<file path="config.mk">
export PLATFORM = sky130hd
export DESIGN_NAME = product_accumulator
export DESIGN_NICKNAME = d
export VERILOG_FILES = /design/src/rtl/product_accumulator_pkg.sv /design/src/rtl/saturating_adder.sv /design/src/rtl/product_accumulator.sv
export SDC_FILE = /design/constraint.sdc
export NUM_CORES = 1
export LEC_CHECK = 0
export ABC_AREA = 1
export CORE_UTILIZATION = 25
export DETAILED_ROUTE_END_ITERATION = 16
export SLEW_MARGIN = 20
export SYNTH_ARGS = -nofsm -noshare
export SYNTH_HDL_FRONTEND = slang
export SYNTH_SLANG_ARGS = --single-unit
</file>
<file path="constraint.sdc">
create_clock -name clk -period 2.4 [get_ports clk]
set_input_delay 0.48 -clock clk [delete_from_list [all_inputs] [get_ports clk]]
set_output_delay 0.48 -clock clk [all_outputs]
set_load 0.005 [all_outputs]
</file>
<file path="src/rtl/product_accumulator_pkg.sv">
// Shared types for the product accumulator: FSM state encoding and the
// helper that sizes the group-element counter.
package product_accumulator_pkg;

    typedef enum logic [0:0] {
        S_ACCUM  = 1'b0,
        S_OUTPUT = 1'b1
    } acc_state_t;

    // The counter must be able to hold LENGTH itself, not just LENGTH-1.
    function automatic int count_width(input int length);
        return $clog2(length + 1);
    endfunction

endpackage

</file>
<file path="src/rtl/saturating_adder.sv">
// Combinational W-bit unsigned adder with carry-out. Clamps the result to
// all-ones on carry when PRODUCT_ACCUMULATOR_SATURATE_EN is defined, else wraps.
module saturating_adder #(
    parameter int W = 8
) (
    input  logic [W-1:0] a,
    input  logic [W-1:0] b,
    output logic [W-1:0] result,
    output logic         carry
);

    logic [W:0] full_sum;

    assign full_sum = {1'b0, a} + {1'b0, b};
    assign carry    = full_sum[W];

`ifdef PRODUCT_ACCUMULATOR_SATURATE_EN
    assign result = carry ? {W{1'b1}} : full_sum[W-1:0];
`else
    assign result = full_sum[W-1:0];
`endif

endmodule

</file>
<file path="src/rtl/product_accumulator.sv">
// Sums groups of LENGTH unsigned products and hands each sum downstream with a
// sticky overflow flag. Optional clamping: define PRODUCT_ACCUMULATOR_SATURATE_EN.
module product_accumulator
    import product_accumulator_pkg::*;
#(
    parameter int N      = 3,
    parameter int LENGTH = 4,
    parameter int ACC_W  = 2*N + 2
) (
    input  logic             clk,
    input  logic             rst,
    input  logic             valid_i,
    output logic             ready_i,
    input  logic [2*N-1:0]   product,
    output logic             valid_o,
    input  logic             ready_o,
    output logic [ACC_W-1:0] sum,
    output logic             overflow
);

    localparam int               CNT_W = count_width(LENGTH);
    localparam logic [CNT_W-1:0] LAST  = CNT_W'(LENGTH - 1);

    acc_state_t       state;
    logic [ACC_W-1:0] acc;
    logic [ACC_W-1:0] acc_next;
    logic [CNT_W-1:0] count;
    logic             ovf_q;
    logic             carry;
    logic             accept;

    saturating_adder #(.W(ACC_W)) u_adder (
        .a      (acc),
        .b      (ACC_W'(product)),
        .result (acc_next),
        .carry  (carry)
    );

    // Handshake outputs depend on state only, so no input reaches them combinationally.
    assign ready_i  = (state == S_ACCUM);
    assign valid_o  = (state == S_OUTPUT);
    assign accept   = valid_i && ready_i;
    assign sum      = acc;
    assign overflow = ovf_q;

    // NOTE: sequential state uses non-blocking assignments so every register
    // samples pre-edge values, and the async reset clears it without a clock.
    always_ff @(posedge clk or negedge rst) begin
        if (!rst) begin
            state <= S_ACCUM;
            acc   <= '0;
            count <= '0;
            ovf_q <= 1'b0;
        end else begin
            case (state)
                S_ACCUM: begin
                    if (accept) begin
                        acc   <= acc_next;
                        ovf_q <= ovf_q | carry;
                        count <= count + 1'b1;
                        if (count == LAST) begin
                            state <= S_OUTPUT;
                        end
                    end
                end
                S_OUTPUT: begin
                    if (ready_o) begin
                        acc   <= '0;
                        count <= '0;
                        ovf_q <= 1'b0;
                        state <= S_ACCUM;
                    end
                end
                default: state <= S_ACCUM;
            endcase
        end
    end

endmodule
</file>
# Yosys cells after proc, flatten, opt, wreduce, memory -nomap -nowiden
# Cells that the tools add are included.
[op_classes]
n_mux = 13
n_bitwise = 2
n_eq_ne = 3
n_reduce_logical = 2
addsub = 2
[ops]
columns = ["operator", "count"]
rows = [
  ["$mux 8", 2],
  ["$pmux 8 s2", 1],
  ["$add 8x6->9", 1],
  ["$mux 3", 2],
  ["$pmux 3 s2", 1],
  ["$mux 1", 5],
  ["$pmux 1 s2", 2],
  ["$add 3x1->3 const B", 1],
  ["$eq 3x2->1 const B", 1],
  ["$ne 2x1->1 const B", 1],
  ["$ne 2x2->1 const B", 1],
  ["$reduce_and 2->1", 1],
  ["$logic_and 1x1->1", 1],
  ["$not 1->1", 1],
  ["$or 1x1->1", 1],
]
[word_totals]
reg_bits = 13
wordCells = 26
in_bits = 10
output_inout_bits = 11

# Longest topological paths before layout
# Gate-level depths: netlist (run 1).
[depth]
word_depth = 4
ltp_mapped = 9
ltp_nobuf = 9

# Modules after synthesis
# Synthesis (run 1) repeated with hierarchy kept, for this count alone.
[unflattened]
cells_unflattened = 124
area_unflattened_um2 = 957.2
[modules_own_cells]
columns = ["mod", "seq_area_each_um2", "area_each_um2", "cells_each", "instances"]
rows = [
  ["product_accumulator", 325.3, 580.6, 65, 1],
  ["saturating_adder", 0.0, 376.6, 59, 1],
]

# Least setup slack after synthesis (run 1)
# Ideal clock, no wire load.
[synth_timing]
kind = "input to register"
startpoint = "input port product[0]"
endpoint = "register ovf_q, in the netlist overflow"
t_required_ps = 2287
stages = 8
path_slack_ps = 818
setup_ps = 113
arrival_ps = 1469
n_path_buf = 0
cell_sequence = "ha_1 > fa_1 > nand2_1 > nand2_2 > nand2_1 > o211ai_2 > nand2_1 > inv_1"
[synth_via]
elab_chain_cells = 4
[synth_rtl]
columns = ["element", "line_no", "source"]
rows = [
  ["from (decl)", "product_accumulator.sv:14", "input logic [2*N-1:0] product,"],
  ["$add 8x6->9", "saturating_adder.sv:14", "assign full_sum = {1'b0, a} + {1'b0, b};"],
  ["$or 1x1->1", "product_accumulator.sv:59", "ovf_q <= ovf_q | carry;"],
  ["$mux 1", "product_accumulator.sv:57", "if (accept) begin"],
  ["$pmux 1 s2", "product_accumulator.sv:55", "case (state)"],
  ["to (signal assigned)", "product_accumulator.sv:59", ""],
  ["to (decl)", "product_accumulator.sv:28", "logic ovf_q;"],
]
# No other way between the ends. The select of a mux whose other input is x is not followed.
# A chain may end at the register's enable or synchronous reset.

# Worst setup path in the final report (run 1)
# Ends and elaborated chain as after synthesis.

==> results.json, run 1 <==
{
  "syn-num-nets": 137,
  "wire_per_inst_um": 10.3,
  "synth-seq-cells": 13,
  "period_needed_ps": 1800,
  "grt_usage_pct": 11.9,
  "area_growth_pct": 31.4,
  "dp.final_hpwl_mm": 1.49,
  "cp_cell_sequence": "clkdlybuf4s50_1, ha_1, fa_1, nand2_1, nand2_2, nand2_1, o211ai_2, nand2_1, inv_1",
  "nets": 161,
  "vias_per_cell": 4.24,
  "irDropWorstVdd_uv": 453,
  "ys_warn_count": 0,
  "dp_cells": 183,
  "min_to": "count[0]$_DFFE_PN0P_",
  "power_w": 0.00126,
  "syn_area_sq_um": 872,
  "vias": 792,
  "die_h_um": 61.1,
  "grt.overflow.total": 0,
  "seq_area_frac_synth_pct": 37.3,
  "rr_worst_depth": 8,
  "arrival_ps": 1980,
  "cts_buffer_depth": 2,
  "instances_no_fill": 187,
  "cp_num_buf_inv": 2,
  "ctsHtreeMaxLevel": 1,
  "grt_use_met2_pct": 17.5,
  "avgSynthCellArea_sq_um": 7.39,
  "setup_viol": 0,
  "clock_latency_ps": 280,
  "die_x_um": 61.1,
  "fin_util_pct": 34.3,
  "final_hold_viol_count": 0,
  "port_buffers": 20,
  "post_cts_buffers": 0,
  "drtIter0Drc": 30,
  "synth_area_leaders": "dfrtp_1 37%, nand2_1 19%, ha_1 11%",
  "cap_viol_max_count": 0,
  "grt_pass1_wl_mm": 3.22,
  "dr.pass1.iters": 4,
  "finalCritPeriodShare_pct": 74.9,
  "drive_gt1_share_pct": 7.09,
  "r2r_end": "overflow$_DFFE_PN0P_",
  "crit_top_cell": "nand2_1",
  "start_util_pct": 26.1,
  "ctsRootBufferMaster": "clkbuf_4",
  "hold_path_startpoint": "count[0]$_DFFE_PN0P_",
  "synth_area_leader_cell": "dfrtp_1",
  "rsz0062_at_grt": "false",
  "whs_ps": 482,
  "cp_max_fo": 4,
  "yosys.cell_types.count": 18,
  "max_freq_mhz": 557,
  "gp_routability_congestion": 0.827,
  "core_sq_um": 3340,
  "synth_top_cells_by_count": "44 x nand2_1, 18 x inv_1, 13 x dfrtp_1, 8 x ha_1",
  "critPathKind": "in -> reg",
  "routed_wl_mm": 1.92,
  "drtAntennaViolNets": 0,
  "hold_path_class": "reg -> reg",
  "synth.most_common_cell": "nand2_1",
  "busiest_layer": "met2",
  "grt_pass1_vias": 721,
  "synth_edf_count": 0,
  "slew_violations": 0,
  "cts_resized": 0,
  "ys_async_sr_fraction_pct": 100,
  "netlist_instances": 118,
  "slew_headroom_pct": 59.3,
  "slowest_stage": "fa_1",
  "p_leak_nw": 0.614,
  "synth_ff_type": "dfrtp_1",
  "cts_tree": "yes",
  "cts_buffers": 3,
  "diodes": 0,
  "max_slew.worst_pin.slew_ps": 609,
  "r2r_slack_ps": 810,
  "cp-end-kind": "register",
  "critical-path-top-delay-family": "adder cells",
  "power.density_nw_per_um2": 1100,
  "io_pins": 21,
  "outcome": "completed",
  "holdPathStages": 1,
  "grt_max_degree": 14,
  "die_area_sq_um": 3730,
  "synth_top_area_share_pct": 37.3,
  "max_stage_delay_ps": 440,
  "finalSetupTns_ps": 0,
  "clk_pin_slew_ps": 80,
  "clock-sinks": 13,
  "core.rowCount": 21,
  "use_met3_pct": 4.41,
  "rr_startpoint": "sum[0]$_DFFE_PN0P_",
  "antenna_found_initial": 0,
  "clock_skew_ps": 2.36,
  "grtUsageMet1_pct": 16.2,
  "start_kind": "input pin",
  "cp.required_ps": 2580,
  "drc": 0,
  "holdBufCountCts": 0
}
-- placed cells by master, fill, tap and decap left out --
master,Yosys,layout
nand2_1,44,44
clkdlybuf4s50_1,0,20
inv_1,18,18
dfrtp_1,13,13
ha_1,8,8
nor2_1,7,7
nand3_1,7,7
a21oi_1,4,4
o21ai_1,3,3
a22o_1,3,3
clkbuf_4,0,3
inv_2,2,2
nand2_2,2,2
nand3_2,1,1
o211ai_2,1,1
o21ai_0,1,1
o22ai_1,1,1
nand4_1,1,1
fa_1,1,1
clkinv_2,0,1
-- cell families after synthesis --
group           count (synthesis)  synth area share (%)
buf+inv                        21                  9.90
simple gates                   62                  29.3
compound gates                 13                  9.76
flops                          13                  37.3
fa+ha+maj                       9                  13.8
-- cell type report --
class / count / area, sq um
clock inverter: 1 / 5.00
inverter: 20 / 75.1
timing repair buffer: 20 / 200
sequential: 13 / 325
clock buffer: 3 / 22.5
tap: 46 / 57.6
fill: 359 / 2190
multi-input combinational: 84 / 460
-- worst max path at each step --
stage	depth (start not counted)	slack [ps]	start	endpoint
floorplan	8	820	product[0]	overflow$_DFFE_PN0P_
global placement	9	330	product[0]	overflow$_DFFE_PN0P_
detailed placement	9	300	product[0]	overflow$_DFFE_PN0P_
CTS	9	600	product[0]	overflow$_DFFE_PN0P_
global route	9	520	product[0]	overflow$_DFFE_PN0P_
finish	9	600	product[0]	overflow$_DFFE_PN0P_
-- routing by layer --
layer / vias up / wire length (um)
met2: 15 / 894
met3: 2 / 114
met1: 357 / 891
met5: - / 0
met4: 0 / 17
li1: 418 / -
-- stage by stage --
step | setup WS [ps] | instance area (sq um)
global placement | 329 | 1120
detailed placement | 305 | 1120
floorplan | 818 | 872
CTS | 605 | 1150
global route | 518 | 1150
finish | 603 | 1150
-- state kept, by name, indices dropped and copies added (netlist names) --
signal	cells
count	3
overflow	1
sum	8
valid_o	1
-- report_power, final --
part | internal [W] | total (W) | leakage, nW | switching (W)
Clock | 0.0000619 | 0.000138 | 0.0177 | 0.0000764
Combinational | 0.000353 | 0.000720 | 0.433 | 0.000367
Sequential | 0.000315 | 0.000402 | 0.163 | 0.0000865
Note: power is estimated with default switching activity, not from simulation.
==> run 2: changes to the inputs <==
Clock period 2.4 ns to 1.8 ns, I/O delays scaled along.
==> run 2 against run 1 <==
Against the previous run: total power increased by 39%; core utilization grew 1.1 points; non-clock buffer count rose by 5; largest power group unchanged; flip-flop and latch count unchanged; final area grew 3.2%; register-to-register slack worse by 570 ps; critical endpoint unchanged; highest routed layer unchanged; via count up 5.6%; clock skew shrank 1.3 ps; combinational power up 43%.
==> results.json, run 2 (synthesized netlist as in run 1, its figures left out) <==
{
  "crit_top_cell": "nand2_1",
  "finalCritPeriodShare_pct": 91.4,
  "irDropWorstVdd_uv": 576,
  "cts_tree": "yes",
  "clock-sinks": 13,
  "cp-end-kind": "register",
  "finalSetupTns_ps": 0,
  "drtIter0Drc": 10,
  "slew_violations": 0,
  "crit_start": "product[0]",
  "grt_pass1_vias": 757,
  "largest_reg_flops": 8,
  "arrival_ps": 1830,
  "grt_pass1_wl_mm": 3.22,
  "drtAntennaViolNets": 0,
  "max_slew.worst_pin.slew_ps": 634,
  "critPathKind": "in -> reg",
  "cp.required_ps": 1980,
  "dp.final_hpwl_mm": 1.51,
  "final_hold_viol_count": 0,
  "nFillCells": 369,
  "r2r_end": "overflow$_DFFE_PN0P_",
  "holdBufCountCts": 0,
  "dr.pass1.iters": 3,
  "wire_per_inst_um": 10.1,
  "ctsRootBufferMaster": "clkbuf_4",
  "gp_routability_congestion": 0.816,
  "diodes": 0,
  "p_leak_nw": 0.635,
  "antenna_found_initial": 0,
  "cap_viol_max_count": 0,
  "setup_viol": 0,
  "clock_latency_ps": 280,
  "cts_buffer_depth": 2,
  "final-seq-area_sq_um": 325,
  "die_h_um": 61.1,
  "slew_headroom_pct": 57.6,
  "drive_gt1_share_pct": 9.59,
  "rr_worst_depth": 8,
  "io_pins": 21,
  "r2r_slack_ps": 240,
  "worstSetupPathDepth": 9,
  "cts_resized": 0,
  "max_stage_delay_ps": 430,
  "nets": 166,
  "slowest_stage": "fa_1",
  "power.density_nw_per_um2": 1480,
  "grt_usage_pct": 11.9,
  "post_cts_buffers": 0,
  "drc": 0,
  "port_buffers": 20,
  "layout_common_cells": "44 x nand2_1, 20 x clkdlybuf4s50_1, 18 x inv_1",
  "core_sq_um": 3340,
  "start_kind": "input pin",
  "start_util_pct": 26.1,
  "die_area_sq_um": 3730,
  "clock_skew_ps": 1.07,
  "cp_max_fo": 4,
  "grt_max_degree": 14,
  "clk_pin_slew_ps": 80,
  "outcome": "completed",
  "multi_input_area_sq_um": 460,
  "cp_cell_sequence": "clkdlybuf4s50_1, ha_1, fa_1, nand2_1, nand2_2, nand2_1, o211ai_2, nand2_1, inv_1",
  "max_freq_mhz": 608,
  "cts_buffers": 3,
  "ctsHtreeMaxLevel": 1,
  "worstSetupEndpoint": "overflow$_DFFE_PN0P_",
  "whs_ps": 467,
  "layout.cells.most_common": "nand2_1",
  "die_x_um": 61.1,
  "cp_num_buf_inv": 2,
  "rr_startpoint": "sum[0]$_DFFE_PN0P_",
  "grt.overflow.total": 0,
  "critical-path-top-delay-family": "adder cells",
  "rsz0062_at_grt": "false",
  "routed_wl_mm": 1.94,
  "area_growth_pct": 35.6,
  "period_needed_ps": 1640,
  "hold_path_class": "in -> async",
  "vias_per_cell": 4.35,
  "vias": 836,
  "core.rowCount": 21
}
run 2: cell count changes in the layout (fill, tap and decap cells not counted), sizes merged:
cell / before / now
buf: 0 / 5
clkbuf: 3 / 4
clkinv: 1 / 0
run 2: per-stage QoR:
| step | util (%) | setup slack, ps | power [W] | instance area, sq um | cells |
|---|---|---|---|---|---|
| 3_5_place_dp | 34.6 | -151 | 0.00157 | 1160 | 188 |
| 3_3_place_gp | 34.6 | -130 | 0.00154 | 1160 | 188 |
| 6_report | 35.4 | 155 | 0.00176 | 1180 | 192 |
| 2_1_floorplan | - | 309 | 0.00114 | 872 | 118 |
| 5_1_grt | 35.4 | 75.6 | 0.00195 | 1180 | 192 |
| 4_1_cts | 35.4 | 155 | 0.00178 | 1180 | 192 |
run 2: where the power goes:
group	switching, W	internal [W]	total, W
Combinational	0.000506	0.000525	0.00103
Sequential	0.000114	0.000420	0.000535
Clock	0.000104	0.0000860	0.000190
run 2: worst min-delay path by stage:
stage	start	to	slack [ps]	cells after the start
2_1_floorplan	rst	count[0]$_DFFE_PN0P_	60	0
3_3_place_gp	count[0]$_DFFE_PN0P_	count[0]$_DFFE_PN0P_	460	1
3_5_place_dp	count[0]$_DFFE_PN0P_	count[0]$_DFFE_PN0P_	480	1
4_1_cts	rst	sum[7]$_DFFE_PN0P_	500	1
5_1_grt	rst	sum[3]$_DFFE_PN0P_	510	1
6_report	rst	sum[7]$_DFFE_PN0P_	470	1
run 2: cell type report:
type / count / share of cell area, %
tap: 46 / 4.87
inverter: 20 / 6.35
clock buffer: 4 / 2.22
sequential: 13 / 27.5
timing repair buffer: 25 / 20.1
multi-input combinational: 84 / 38.9
run 2: metal layers:
metal	vias up	routed length, um	GRT usage, %
met5	-	0	0
met4	0	36	4.87
met3	5	60	2.73
met2	12	883	18.9
met1	390	959	15.6
li1	429	-	-
==> run 3: changes to the inputs <==
Settings changed: REMOVE_ABC_BUFFERS set to 1, SKIP_LAST_GASP set to 1.
==> run 3 against run 2 <==
Against the previous run: via count is 1.1% lower; clock power is 3% higher; combinational power hardly changed; sequential share of layout area is 0.37 points lower; critical path depth stayed put; worst hold slack worse by 84 ps; worst setup slack worse by 25 ps; core utilization is 0.49 points higher; first-iteration DRC count is 30% higher; critical endpoint is now sum[6]$_DFFE_PN0P_; largest power group unchanged; die area stayed put; maximum frequency is 1.5% lower; register-to-register slack worse by 30 ps.
==> results.json, run 3 (synthesized netlist as in run 1, its figures left out) <==
{
  "clock-sinks": 13,
  "cp-end-kind": "register",
  "grt_usage_pct": 12.6,
  "cp.required_ps": 1980,
  "slowest_stage": "fa_1",
  "port_buffers": 20,
  "finalCritPeriodShare_pct": 92.8,
  "post_cts_buffers": 0,
  "diodes": 0,
  "start_util_pct": 26.1,
  "gp_routability_congestion": 0.760,
  "clock_latency_ps": 290,
  "setup_viol": 0,
  "max_freq_mhz": 599,
  "cp_max_fo": 4,
  "drive_gt1_share_pct": 11.5,
  "grt_pass1_vias": 805,
  "power.density_nw_per_um2": 1490,
  "wl_met3_um": 73,
  "largest_reg_flops": 8,
  "drc": 0,
  "ctsRootBufferMaster": "clkbuf_4",
  "crit_top_cell": "nand2_1",
  "arrival_ps": 1850,
  "routed_wl_mm": 2.02,
  "p_leak_nw": 0.647,
  "power_w": 0.00179,
  "max_slew.worst_pin.slew_ps": 270,
  "fin_util_pct": 35.9,
  "nFillCells": 373,
  "start_kind": "input pin",
  "core.rowCount": 21,
  "wire_per_inst_um": 10.4,
  "antenna_found_initial": 0,
  "dp_cells": 190,
  "cts_tree": "yes",
  "io_pins": 21,
  "layout_common_cells": "44 x nand2_1, 20 x clkdlybuf4s50_1, 18 x inv_1",
  "r2r_end": "sum[6]$_DFFE_PN0P_",
  "drtIter0Drc": 13,
  "layout.cells.most_common": "nand2_1",
  "whs_ps": 383,
  "slew_headroom_pct": 82.0,
  "critPathKind": "in -> reg",
  "critical-path-top-delay-family": "adder cells",
  "multi_input_area_sq_um": 460,
  "area_growth_pct": 37.4,
  "final_hold_viol_count": 0,
  "clk_pin_slew_ps": 90,
  "rsz0062_at_grt": "false",
  "dr.pass1.iters": 4,
  "finalSetupTns_ps": 0,
  "met2WireLength_um": 960,
  "vias": 827,
  "instances_no_fill": 194,
  "cts_resized": 0,
  "r2r_slack_ps": 210,
  "hold_path_class": "in -> async",
  "die_area_sq_um": 3730,
  "grt_pass1_wl_mm": 3.39,
  "rr_startpoint": "sum[0]$_DFFE_PN0P_",
  "cts_buffer_depth": 2,
  "cp_num_buf_inv": 2,
  "vias_per_cell": 4.26,
  "outcome": "completed",
  "die_h_um": 61.1,
  "die_x_um": 61.1,
  "cts_buffers": 3,
  "highest_layer": "met4",
  "grt_max_degree": 14,
  "irDropWorstVdd_uv": 606,
  "rr_worst_depth": 8,
  "max_stage_delay_ps": 440,
  "ctsHtreeMaxLevel": 1,
  "grt.overflow.total": 0,
  "drtAntennaViolNets": 0,
  "dp.final_hpwl_mm": 1.58,
  "period_needed_ps": 1670,
  "final-seq-area_sq_um": 325,
  "core_sq_um": 3340,
  "clock_skew_ps": 5.21,
  "nets": 168,
  "cp_cell_sequence": "clkdlybuf4s50_1, ha_1, fa_1, nand3_1, nand3_1, nand2_1, nand2_1, nand2_1, inv_1",
  "met1_length_um": 968,
  "slew_violations": 0,
  "cap_viol_max_count": 0,
  "holdBufCountCts": 0
}
## run 3: layout make-up
| type | count | area share (%) |
|---|---|---|
| clock buffers | 3 | 1.88 |
| repair buffers | 27 | 21.1 |
| flip-flops and latches | 13 | 27.1 |
| inverters | 20 | 6.26 |
| well taps | 46 | 4.80 |
| clock inverters | 1 | 0.418 |
| multi-input cells | 84 | 38.4 |
## run 3: routing by layer
layer	GRT usage, %	up-vias
li1	-	435
met1	16.1	378
met2	20.5	12
met3	4.41	2
met4	2.92	0
met5	0	-
## run 3: worst reg2reg max path: cells and delay by family (launching register included)
family                     cells  cell delay [ps]
adders and majority gates      2              660
and+or+nand+nor                5              380
DFF                            1              410
buffers and inverters          1               40
## run 3: how the worst max path moves through the flow
| stage | slack [ps] | cells past startpoint | startpoint | end |
|---|---|---|---|---|
| after floorplan | 310 | 8 | sum[0]$_DFFE_PN0P_ | overflow$_DFFE_PN0P_ |
| after global placement | -110 | 9 | product[0] | overflow$_DFFE_PN0P_ |
| after detailed placement | -190 | 9 | product[0] | sum[6]$_DFFE_PN0P_ |
| after CTS | 130 | 9 | product[0] | sum[6]$_DFFE_PN0P_ |
| after global routing | 70 | 1 | sum[6]$_DFFE_PN0P_ | sum[6] |
| final | 130 | 9 | product[0] | sum[6]$_DFFE_PN0P_ |
## run 3: metrics by stage
step	worst slack, ps	instance area, sq um
after floorplan	309	861
after global placement	-115	1170
after detailed placement	-187	1170
after CTS	129	1200
after global routing	70.2	1200
final	130	1200
## run 3: where the power goes
group	switching [W]	total [W]	internal (W)
combinational	0.000515	0.00106	0.000541
clock	0.000112	0.000195	0.0000826
sequential	0.000114	0.000535	0.000420
total	0.000742	0.00179	0.00104
